===== src/rtl/fir_window_gen.sv =====
// fir_window_gen
// Builds the 3x3 pixel neighbourhood for every pixel of a raster-scan frame.
// Two line buffers hold the previous two image lines; a 3x3 tap shift
// register holds the current window columns. One window is emitted per
// centre pixel, in raster order, with valid/ready flow control.
//
// Optional build macro: FIR_WINDOW_REPLICATE_EN
//   defined   : out-of-image taps replicate the nearest in-image pixel
//   undefined : out-of-image taps are zero
//
// Ports:
//   clk, rst_n   clock, asynchronous active-low reset
//   frame_start  one-cycle pulse, arms a new frame (honoured only when idle)
//   in_data      input pixel {R,G,B}, raster order
//   in_valid     in_data valid
//   in_ready     pixel accepted this cycle when in_valid & in_ready
//   win_data     taps t0..t8, t0 in LSBs, row-major around the centre
//   win_valid    win_data holds a window
//   win_ready    downstream takes the window
//   win_last     window centred at the last pixel of the frame
//   busy         generator is inside a frame
module fir_window_gen #(
    parameter int IMG_W = 64,
    parameter int IMG_H = 64,
    parameter int PIX_W = 24
) (
    input  logic               clk,
    input  logic               rst_n,
    input  logic               frame_start,
    input  logic [PIX_W-1:0]   in_data,
    input  logic               in_valid,
    output logic               in_ready,
    output logic [9*PIX_W-1:0] win_data,
    output logic               win_valid,
    input  logic               win_ready,
    output logic               win_last,
    output logic               busy
);

    localparam int CW = $clog2(IMG_W);
    localparam int RW = $clog2(IMG_H);
    localparam logic [CW-1:0] COL_MAX = CW'(IMG_W - 1);
    localparam logic [RW-1:0] ROW_MAX = RW'(IMG_H - 1);
    localparam logic [CW-1:0] COL_ZERO = {CW{1'b0}};
    localparam logic [RW-1:0] ROW_ZERO = {RW{1'b0}};
    localparam logic [CW-1:0] COL_ONE = CW'(1);
    localparam logic [RW-1:0] ROW_ONE = RW'(1);

    typedef enum logic [1:0] {
        ST_IDLE  = 2'd0,
        ST_FILL  = 2'd1,
        ST_RUN   = 2'd2,
        ST_FLUSH = 2'd3
    } state_t;

    state_t              state_r;
    logic [CW-1:0]       in_col_r;
    logic [RW-1:0]       in_row_r;
    logic [CW-1:0]       ctr_col_r;
    logic [RW-1:0]       ctr_row_r;
    logic [9*PIX_W-1:0]  win_data_r;
    logic                win_valid_r;
    logic                win_last_r;

    logic [PIX_W-1:0]    lb0_r [IMG_W];
    logic [PIX_W-1:0]    lb1_r [IMG_W];
    logic [PIX_W-1:0]    raw_r   [3][3];
    logic [PIX_W-1:0]    raw_n_s [3][3];
    logic [9*PIX_W-1:0]  win_next_s;

    logic                slot_free_s;
    logic                in_ready_s;
    logic                accept_s;
    logic                flush_gen_s;
    logic                step_s;
    logic                gen_s;
    logic [PIX_W-1:0]    pix_s;

    assign in_ready  = in_ready_s;
    assign win_data  = win_data_r;
    assign win_valid = win_valid_r;
    assign win_last  = win_last_r;
    assign busy      = (state_r != ST_IDLE);

    // Handshake decode: accept, flush generation and window generation strobes.
    always_comb begin
        slot_free_s = !win_valid_r || win_ready;
        in_ready_s  = ((state_r == ST_FILL) || (state_r == ST_RUN)) && slot_free_s;
        accept_s    = in_ready_s && in_valid;
        // Once the last window sits in the output register, flush stops generating.
        flush_gen_s = (state_r == ST_FLUSH) && slot_free_s && !(win_valid_r && win_last_r);
        step_s      = accept_s || flush_gen_s;
        gen_s       = (accept_s && (state_r == ST_RUN)) || flush_gen_s;
        if (state_r == ST_FLUSH) begin
            pix_s = {PIX_W{1'b0}};
        end else begin
            pix_s = in_data;
        end
    end

    // Next tap array: shift left one column, new right column from the line
    // buffers (two lines up, one line up) and the incoming pixel.
    always_comb begin
        for (int i = 0; i < 3; i++) begin
            raw_n_s[i][0] = raw_r[i][1];
            raw_n_s[i][1] = raw_r[i][2];
        end
        raw_n_s[0][2] = lb1_r[in_col_r];
        raw_n_s[1][2] = lb0_r[in_col_r];
        raw_n_s[2][2] = pix_s;
    end

    // Border handling of the next window, driven by the centre counters so a
    // tap beyond the right edge never picks up the next line's first pixel.
    always_comb begin
        int  si;
        int  sj;
        logic row_out;
        logic col_out;
        win_next_s = {(9*PIX_W){1'b0}};
        for (int i = 0; i < 3; i++) begin
            for (int j = 0; j < 3; j++) begin
                row_out = ((i == 0) && (ctr_row_r == ROW_ZERO)) ||
                          ((i == 2) && (ctr_row_r == ROW_MAX));
                col_out = ((j == 0) && (ctr_col_r == COL_ZERO)) ||
                          ((j == 2) && (ctr_col_r == COL_MAX));
`ifdef FIR_WINDOW_REPLICATE_EN
                // Clamp to the centre row/column: that is the nearest in-image pixel.
                si = row_out ? 1 : i;
                sj = col_out ? 1 : j;
                win_next_s[(i*3+j)*PIX_W +: PIX_W] = raw_n_s[si][sj];
`else
                si = i;
                sj = j;
                if (row_out || col_out) begin
                    win_next_s[(i*3+j)*PIX_W +: PIX_W] = {PIX_W{1'b0}};
                end else begin
                    win_next_s[(i*3+j)*PIX_W +: PIX_W] = raw_n_s[si][sj];
                end
`endif
            end
        end
    end

    // Line buffer and tap storage: one read and one write per buffer per step.
    always_ff @(posedge clk) begin
        if (step_s) begin
            lb1_r[in_col_r] <= lb0_r[in_col_r];
            lb0_r[in_col_r] <= pix_s;
            raw_r           <= raw_n_s;
        end
    end

    // Frame FSM, input/centre counters and registered window output.
    always_ff @(posedge clk or negedge rst_n) begin
        if (!rst_n) begin
            state_r     <= ST_IDLE;
            in_col_r    <= COL_ZERO;
            in_row_r    <= ROW_ZERO;
            ctr_col_r   <= COL_ZERO;
            ctr_row_r   <= ROW_ZERO;
            win_data_r  <= {(9*PIX_W){1'b0}};
            win_valid_r <= 1'b0;
            win_last_r  <= 1'b0;
        end else begin
            // Input position advances on every step, including flush steps,
            // so the line-buffer address keeps tracking the virtual pixel.
            if (step_s) begin
                if (in_col_r == COL_MAX) begin
                    in_col_r <= COL_ZERO;
                    in_row_r <= (in_row_r == ROW_MAX) ? ROW_ZERO : (in_row_r + ROW_ONE);
                end else begin
                    in_col_r <= in_col_r + COL_ONE;
                end
            end

            // Centre position of the next window to be produced.
            if (gen_s) begin
                if (ctr_col_r == COL_MAX) begin
                    ctr_col_r <= COL_ZERO;
                    ctr_row_r <= (ctr_row_r == ROW_MAX) ? ROW_ZERO : (ctr_row_r + ROW_ONE);
                end else begin
                    ctr_col_r <= ctr_col_r + COL_ONE;
                end
            end

            if (gen_s) begin
                win_data_r  <= win_next_s;
                win_valid_r <= 1'b1;
                win_last_r  <= (ctr_row_r == ROW_MAX) && (ctr_col_r == COL_MAX);
            end else if (win_ready) begin
                win_valid_r <= 1'b0;
                win_last_r  <= 1'b0;
            end else begin
                win_valid_r <= win_valid_r;
                win_last_r  <= win_last_r;
            end

            case (state_r)
                ST_IDLE: begin
                    if (frame_start) begin
                        state_r   <= ST_FILL;
                        in_col_r  <= COL_ZERO;
                        in_row_r  <= ROW_ZERO;
                        ctr_col_r <= COL_ZERO;
                        ctr_row_r <= ROW_ZERO;
                    end else begin
                        state_r <= ST_IDLE;
                    end
                end
                ST_FILL: begin
                    // Pixel n = IMG_W is row 1, column 0.
                    if (accept_s && (in_row_r == ROW_ONE) && (in_col_r == COL_ZERO)) begin
                        state_r <= ST_RUN;
                    end else begin
                        state_r <= ST_FILL;
                    end
                end
                ST_RUN: begin
                    if (accept_s && (in_row_r == ROW_MAX) && (in_col_r == COL_MAX)) begin
                        state_r <= ST_FLUSH;
                    end else begin
                        state_r <= ST_RUN;
                    end
                end
                ST_FLUSH: begin
                    if (win_valid_r && win_last_r && win_ready) begin
                        state_r <= ST_IDLE;
                    end else begin
                        state_r <= ST_FLUSH;
                    end
                end
                default: begin
                    state_r <= ST_IDLE;
                end
            endcase
        end
    end

endmodule


===== config.mk =====
export PLATFORM = sky130hd
export DESIGN_NAME = fir_window_gen
export DESIGN_NICKNAME = d
export VERILOG_FILES = /design/src/rtl/fir_window_gen.sv
export SDC_FILE = /design/constraint.sdc
export NUM_CORES = 2
export LEC_CHECK = 0
export CORE_ASPECT_RATIO = 2
export CORE_UTILIZATION = 56
export DETAILED_ROUTE_END_ITERATION = 7
export PLACE_DENSITY = 0.76
export SLEW_MARGIN = 20
export SYNTH_ARGS = -nofsm -noshare
export SYNTH_HDL_FRONTEND = slang
export SYNTH_SLANG_ARGS = --single-unit

===== constraint.sdc =====
create_clock -name clk -period 7.2 [get_ports clk]
set_input_delay 2.16 -clock clk [delete_from_list [all_inputs] [get_ports clk]]
set_output_delay 2.16 -clock clk [all_outputs]
set_load 0.02 [all_outputs]

# Word-level counts from Yosys, hierarchy flattened
# Memories as Yosys holds them, arrays and structs flattened.
# Index checks and enable logic that the tools add are counted.
dict set report totals {
  regBits 388
  ramBits 3072
  in_bits 29
  output_inout_bits 220
  memories 2
}
dict set report classes {
  n_addsub 4
  n_eq_ne 8
  mux 37
  reduce_logical 28
}
# name words width rd rd_ports_with_merged_regs write_ports line
set mem_list {}
lappend mem_list {lb0_r 64 24 1 0 1 65} ;# logic [PIX_W-1:0] lb0_r [IMG_W];
lappend mem_list {lb1_r 64 24 1 0 1 66} ;# logic [PIX_W-1:0] lb1_r [IMG_W];
# cell count
set ops {}
lappend ops {{$mux 24} 9}
lappend ops {{$mux 6} 18}
lappend ops {{$add 6x1->6 const B} 4}
lappend ops {{$eq 6x6->1 const B} 4}
lappend ops {{$logic_not 6->1} 3}
lappend ops {{$logic_and 1x1->1} 12}
lappend ops {{$logic_or 1x1->1} 8}
lappend ops {{$pmux 2 s4} 1}
lappend ops {{$mux 1} 7}
lappend ops {{$eq 6x1->1 const B} 1}
lappend ops {{$eq 2x2->1 const B} 2}
lappend ops {{$mux 2} 2}
lappend ops {{$reduce_bool 2->1} 2}
lappend ops {{$eq 2x1->1 const B} 1}
lappend ops {{$logic_not 1->1} 2}
lappend ops {{$logic_not 2->1} 1}

# Depth between registers and ports, before layout
dict set report depth {
  ltp_word 9
  mapped_depth 12
  depth_no_buf 9
}

# Least setup slack after synthesis
# No wires, ideal clock.
dict set report synth_timing {
  kind {input -> register}
  start {in win_ready}
  end {mem lb0_r[47][0] (enable)}
  setup_ns 0.453
  arrival_time_ns 8.519
  t_required_ns 6.747
  path_slack_ns -1.772
  stages 5
  path_buffers 0
  cell_sequence {nand2b_1 o21ai_1 inv_1 nand3_1 nor2_1}
}
dict set report synth_between {
  elab_chain_cells 6
  word_cells_on_any_way 8
}
# element line
set synth_rtl {}
lappend synth_rtl {{from (decl)} 35} ;# input logic win_ready,
lappend synth_rtl {{$logic_or 1x1->1 (*)} 87} ;# slot_free_s = !win_valid_r || win_ready;
lappend synth_rtl {{$logic_and 1x1->1, on equally long branches} {88, 91}}
lappend synth_rtl {{$logic_and 1x1->1, on equally long branches} {89, 91}}
lappend synth_rtl {{$logic_or 1x1->1 (*)} 92} ;# step_s = accept_s || flush_gen_s;
lappend synth_rtl {{via step_s} 75} ;# logic step_s;
lappend synth_rtl {{$mux 1 (*)} 147} ;# if (step_s) begin
lappend synth_rtl {{$mux 1 (implied by the code) (*)} 149} ;# lb0_r[in_col_r] <= pix_s;
lappend synth_rtl {{to (decl)} 65}
# The timed path passes the listed nets; every way through them passes the cells marked *.

# Worst setup path after layout
dict set report layout_timing {
  start {in win_ready}
  end {out in_ready}
}
dict set report layout_between {
  elab_chain_cells 2
}
# element line
set layout_rtl {}
lappend layout_rtl {{$logic_or 1x1->1} 87}
lappend layout_rtl {{$logic_and 1x1->1} 88} ;# in_ready_s = ((state_r == ST_FILL) || (state_r == ST_RUN)) && slot_free_s;
lappend layout_rtl {{to (decl)} 32} ;# output logic in_ready,
# No other way between the ends.

==> impl_results.md <==
- Top_reg_cell synth: edfxtp_1
- Layout cells sized above 1: about 11%
- DR iter-0 viols: between 10000 and 15000
- Post-CTS Setup Bufs: 0
- Vias in the first global route: 74400
- Number of synthesized flops with an enable pin: 3216
- CP dominant cell by count: clkdlybuf4s50_1
- Worst EP required: approximately 5000 ps
- Synth Net Count: around 7300
- Post-DR wirelength/cell: between 30 and 40 um
- VDD IR max: just under 0.7 mV
- Wire length on met3: about 38000 um
- Final slew viol count: 0
- Finished Layout Cells: 10700
- DRT Pass-1 Iters: 8
- CTS tree: done
- DRC Markers: 0
- Max clock buf depth: 4
- First-pass GRT wire length: around 540000 um
- Final min period: between 5000 and 6000 ps
- Final hold slack: 448 ps
- Core area: 231000 sq um
- Status: complete, no violations
- Crit start category: input pin
- Design Power: 54400 uW
- Synth Instances: approximately 7200
- Final Hold Vio Count: 0
- Routed vias: 75100
- Arr. time, crit path: 3630 ps
- Final worst path period share: 80.5%
- IO Port Bufs: 248
- Tot GR Track Use: 32.6%
- RSZ-0062 raised after global routing: false
- Post-synthesis sequential area ratio: 78.7%
- CP Buf/Inv Count: 2
- Distinct cell type count after synthesis: 62
- Worst-path cell chain: clkdlybuf4s50_1 > nand2b_1 > and2_1 > clkdlybuf4s50_1
- Io pins: around 250
- Final WS setup: between 1000 and 1500 ps
- Max frequency: 0.173 GHz
- CTS Buf Count: about 280
- Crit path max fanout: 5
- Die Y: roughly 700 um
- Delay-heaviest family, CP: buffers and inverters
- Final net count: between 7000 and 8000
- Via-per-instance ratio: 7.00
- CTS root buffer: clkbuf_16
- Hpwl dp: 235000 um
- PD cells: ~370 nW/um^2
- Max layer used: met5
- Total grt overflow: 0
- Worst-Skew Late Latency: 880 ps
- Rel. slew slack: ~3.0%
- Die span in x: about 340 um
- Overall routed net length: around 390000 um
- Final setup violation count: 0
- Final TNS setup: 0 ps
- Crit Path Category: input pin to primary output
- Initial antenna violation count: 25
- Skew final: 41.2 ps
- Post-route ant nets: 0
- Clk slew on worst S/H paths: roughly 70 ps
- Met2 routed WL: approximately 190000 um
- HP Class: flop to flop
- Largest net degree at the start of global routing: 165
- Max-cap violations: 0
- Post-Syn Area per Cell: roughly 18 sq um
- Routability cong.: between 0.9 and 1
- Most frequent cells in the layout: edfxtp_1, mux2i_1, a221o_1
- Synthesized cell area: between 100000 and 150000 sq um
- Crit. End Element: primary output
- Initial Util: a little under three fifths
- FP Rows: between 200 and 300
- Post_cts resized: 0
- Pre-CTS setup slack: 1420 ps
- Most common cell after layout, fill and taps aside: edfxtp_1
- Met1 Routed Length: between 100000 and 150000 um
- Inst Count DP: a little over 10000
- Synth warnings: 0
- Async S/R FF share, synth: roughly 7%
- Worst slew pin tran: around 1500 ps
- Layout area overhead: 12.6%
- CTS Hold Bufs: 0
- #FFs+latches synth: roughly 3500
- CP max-delay cell: clkdlybuf4s50_1
- CTS Sinks: approximately 3500
- Fillcell total: ~15000
- Max incr delay on CP: around 600 ps
- CTS HTree Levels: 5
- Die ar.: 235000 sq um
- Leak: around 0.046 uW
power breakdown:
part           internal (uW)  switching (uW)
clock                   8420            6910
sequential             25000             185
combinational           3380           10500
total                  36800           17600
logic make-up after synthesis:
kind of cell | Yosys count | share of synthesized area [%]
fa+ha+maj | 13 | 0.125
buf+inv | 557 | 1.84
simple gates | 594 | 2.30
xor+xnor | 11 | 0.0739
compound gates | 1830 | 10.8
flops | 3460 | 78.7
mux | 762 | 6.11
final timing paths:
kind | start | endpoint | slack (ps) | cells after the start
max reg2reg | in_col_r[2] | lb1_r[35][1] | 1430 | 8
max | win_ready | in_ready | 1410 | 4
max in group asynchronous | rst_n | win_data[51] | 4700 | 2
min reg2reg | raw_n_s[115] | raw_n_s[139] | 450 | 0
min | raw_n_s[115] | raw_n_s[139] | 450 | 0
min in group asynchronous | rst_n | win_data[173] | 1260 | 1
routing by layer:
layer,track usage (%),vias to the layer above
met1,34.7,37900
li1,-,30400
met4,32.4,18
met2,53.1,5307
met5,0,-
met3,6.62,1440
synth_stat cells, types with 35 or more instances:
| master | instances | area share [%] |
|---|---|---|
| nor2_1 | 94 | 0.27 |
| edfxtp_1 | 3216 | 74 |
| o22ai_1 | 526 | 2.5 |
| buf_2 | 83 | 0.32 |
| a21oi_1 | 363 | 1.4 |
| nor2b_1 | 35 | 0.17 |
| clkbuf_1 | 384 | 1.1 |
| or4_4 | 43 | 0.37 |
| a22o_1 | 95 | 0.64 |
| mux2i_1 | 728 | 5.6 |
| nand3_1 | 89 | 0.34 |
| buf_1 | 48 | 0.14 |
| nand2_1 | 256 | 0.74 |
| a221o_1 | 692 | 5.3 |
| dfrtp_1 | 244 | 4.7 |
worst reg2reg max path, stage by stage (launching register included):
cell and delay (ps):
dfrtp_4 1140, buf_12 480, buf_4 610, nor2b_1 270
a22oi_1 230, o22ai_1 110, o21ai_0 770, nand4b_1 1100
buf_12 560
state kept, by name (all words and copies together) (netlist names):
register   count
lb0_r       1536
ctr_col_r      6
in_row_r       6
ctr_row_r      6
state_r        2
win_last       1
win_data     216
in_col_r       6
win_valid      1
lb1_r       1536
raw_n_s      144
stage by stage:
stage	instance area [sq um]	util, %
CTS	147000	63.4
detailed placement	138000	59.5
global placement	138000	59.5
floorplan	130000	-
global route	147000	63.4
finish	147000	63.4
final cells by class:
class | count | area (sq um) | area share (%)
diodes | 10 | 25.0 | 0.0170
clock buffers | 345 | 7560 | 5.15
clock inverters | 139 | 1390 | 0.944
inverters | 15 | 67.6 | 0.0460
multi-input cells | 3210 | 26100 | 17.8
flip-flops and latches | 3460 | 103000 | 69.9
well taps | 3024 | 3780 | 2.58
repair buffers | 516 | 5190 | 3.53
Power figures use the tool's default switching activity.
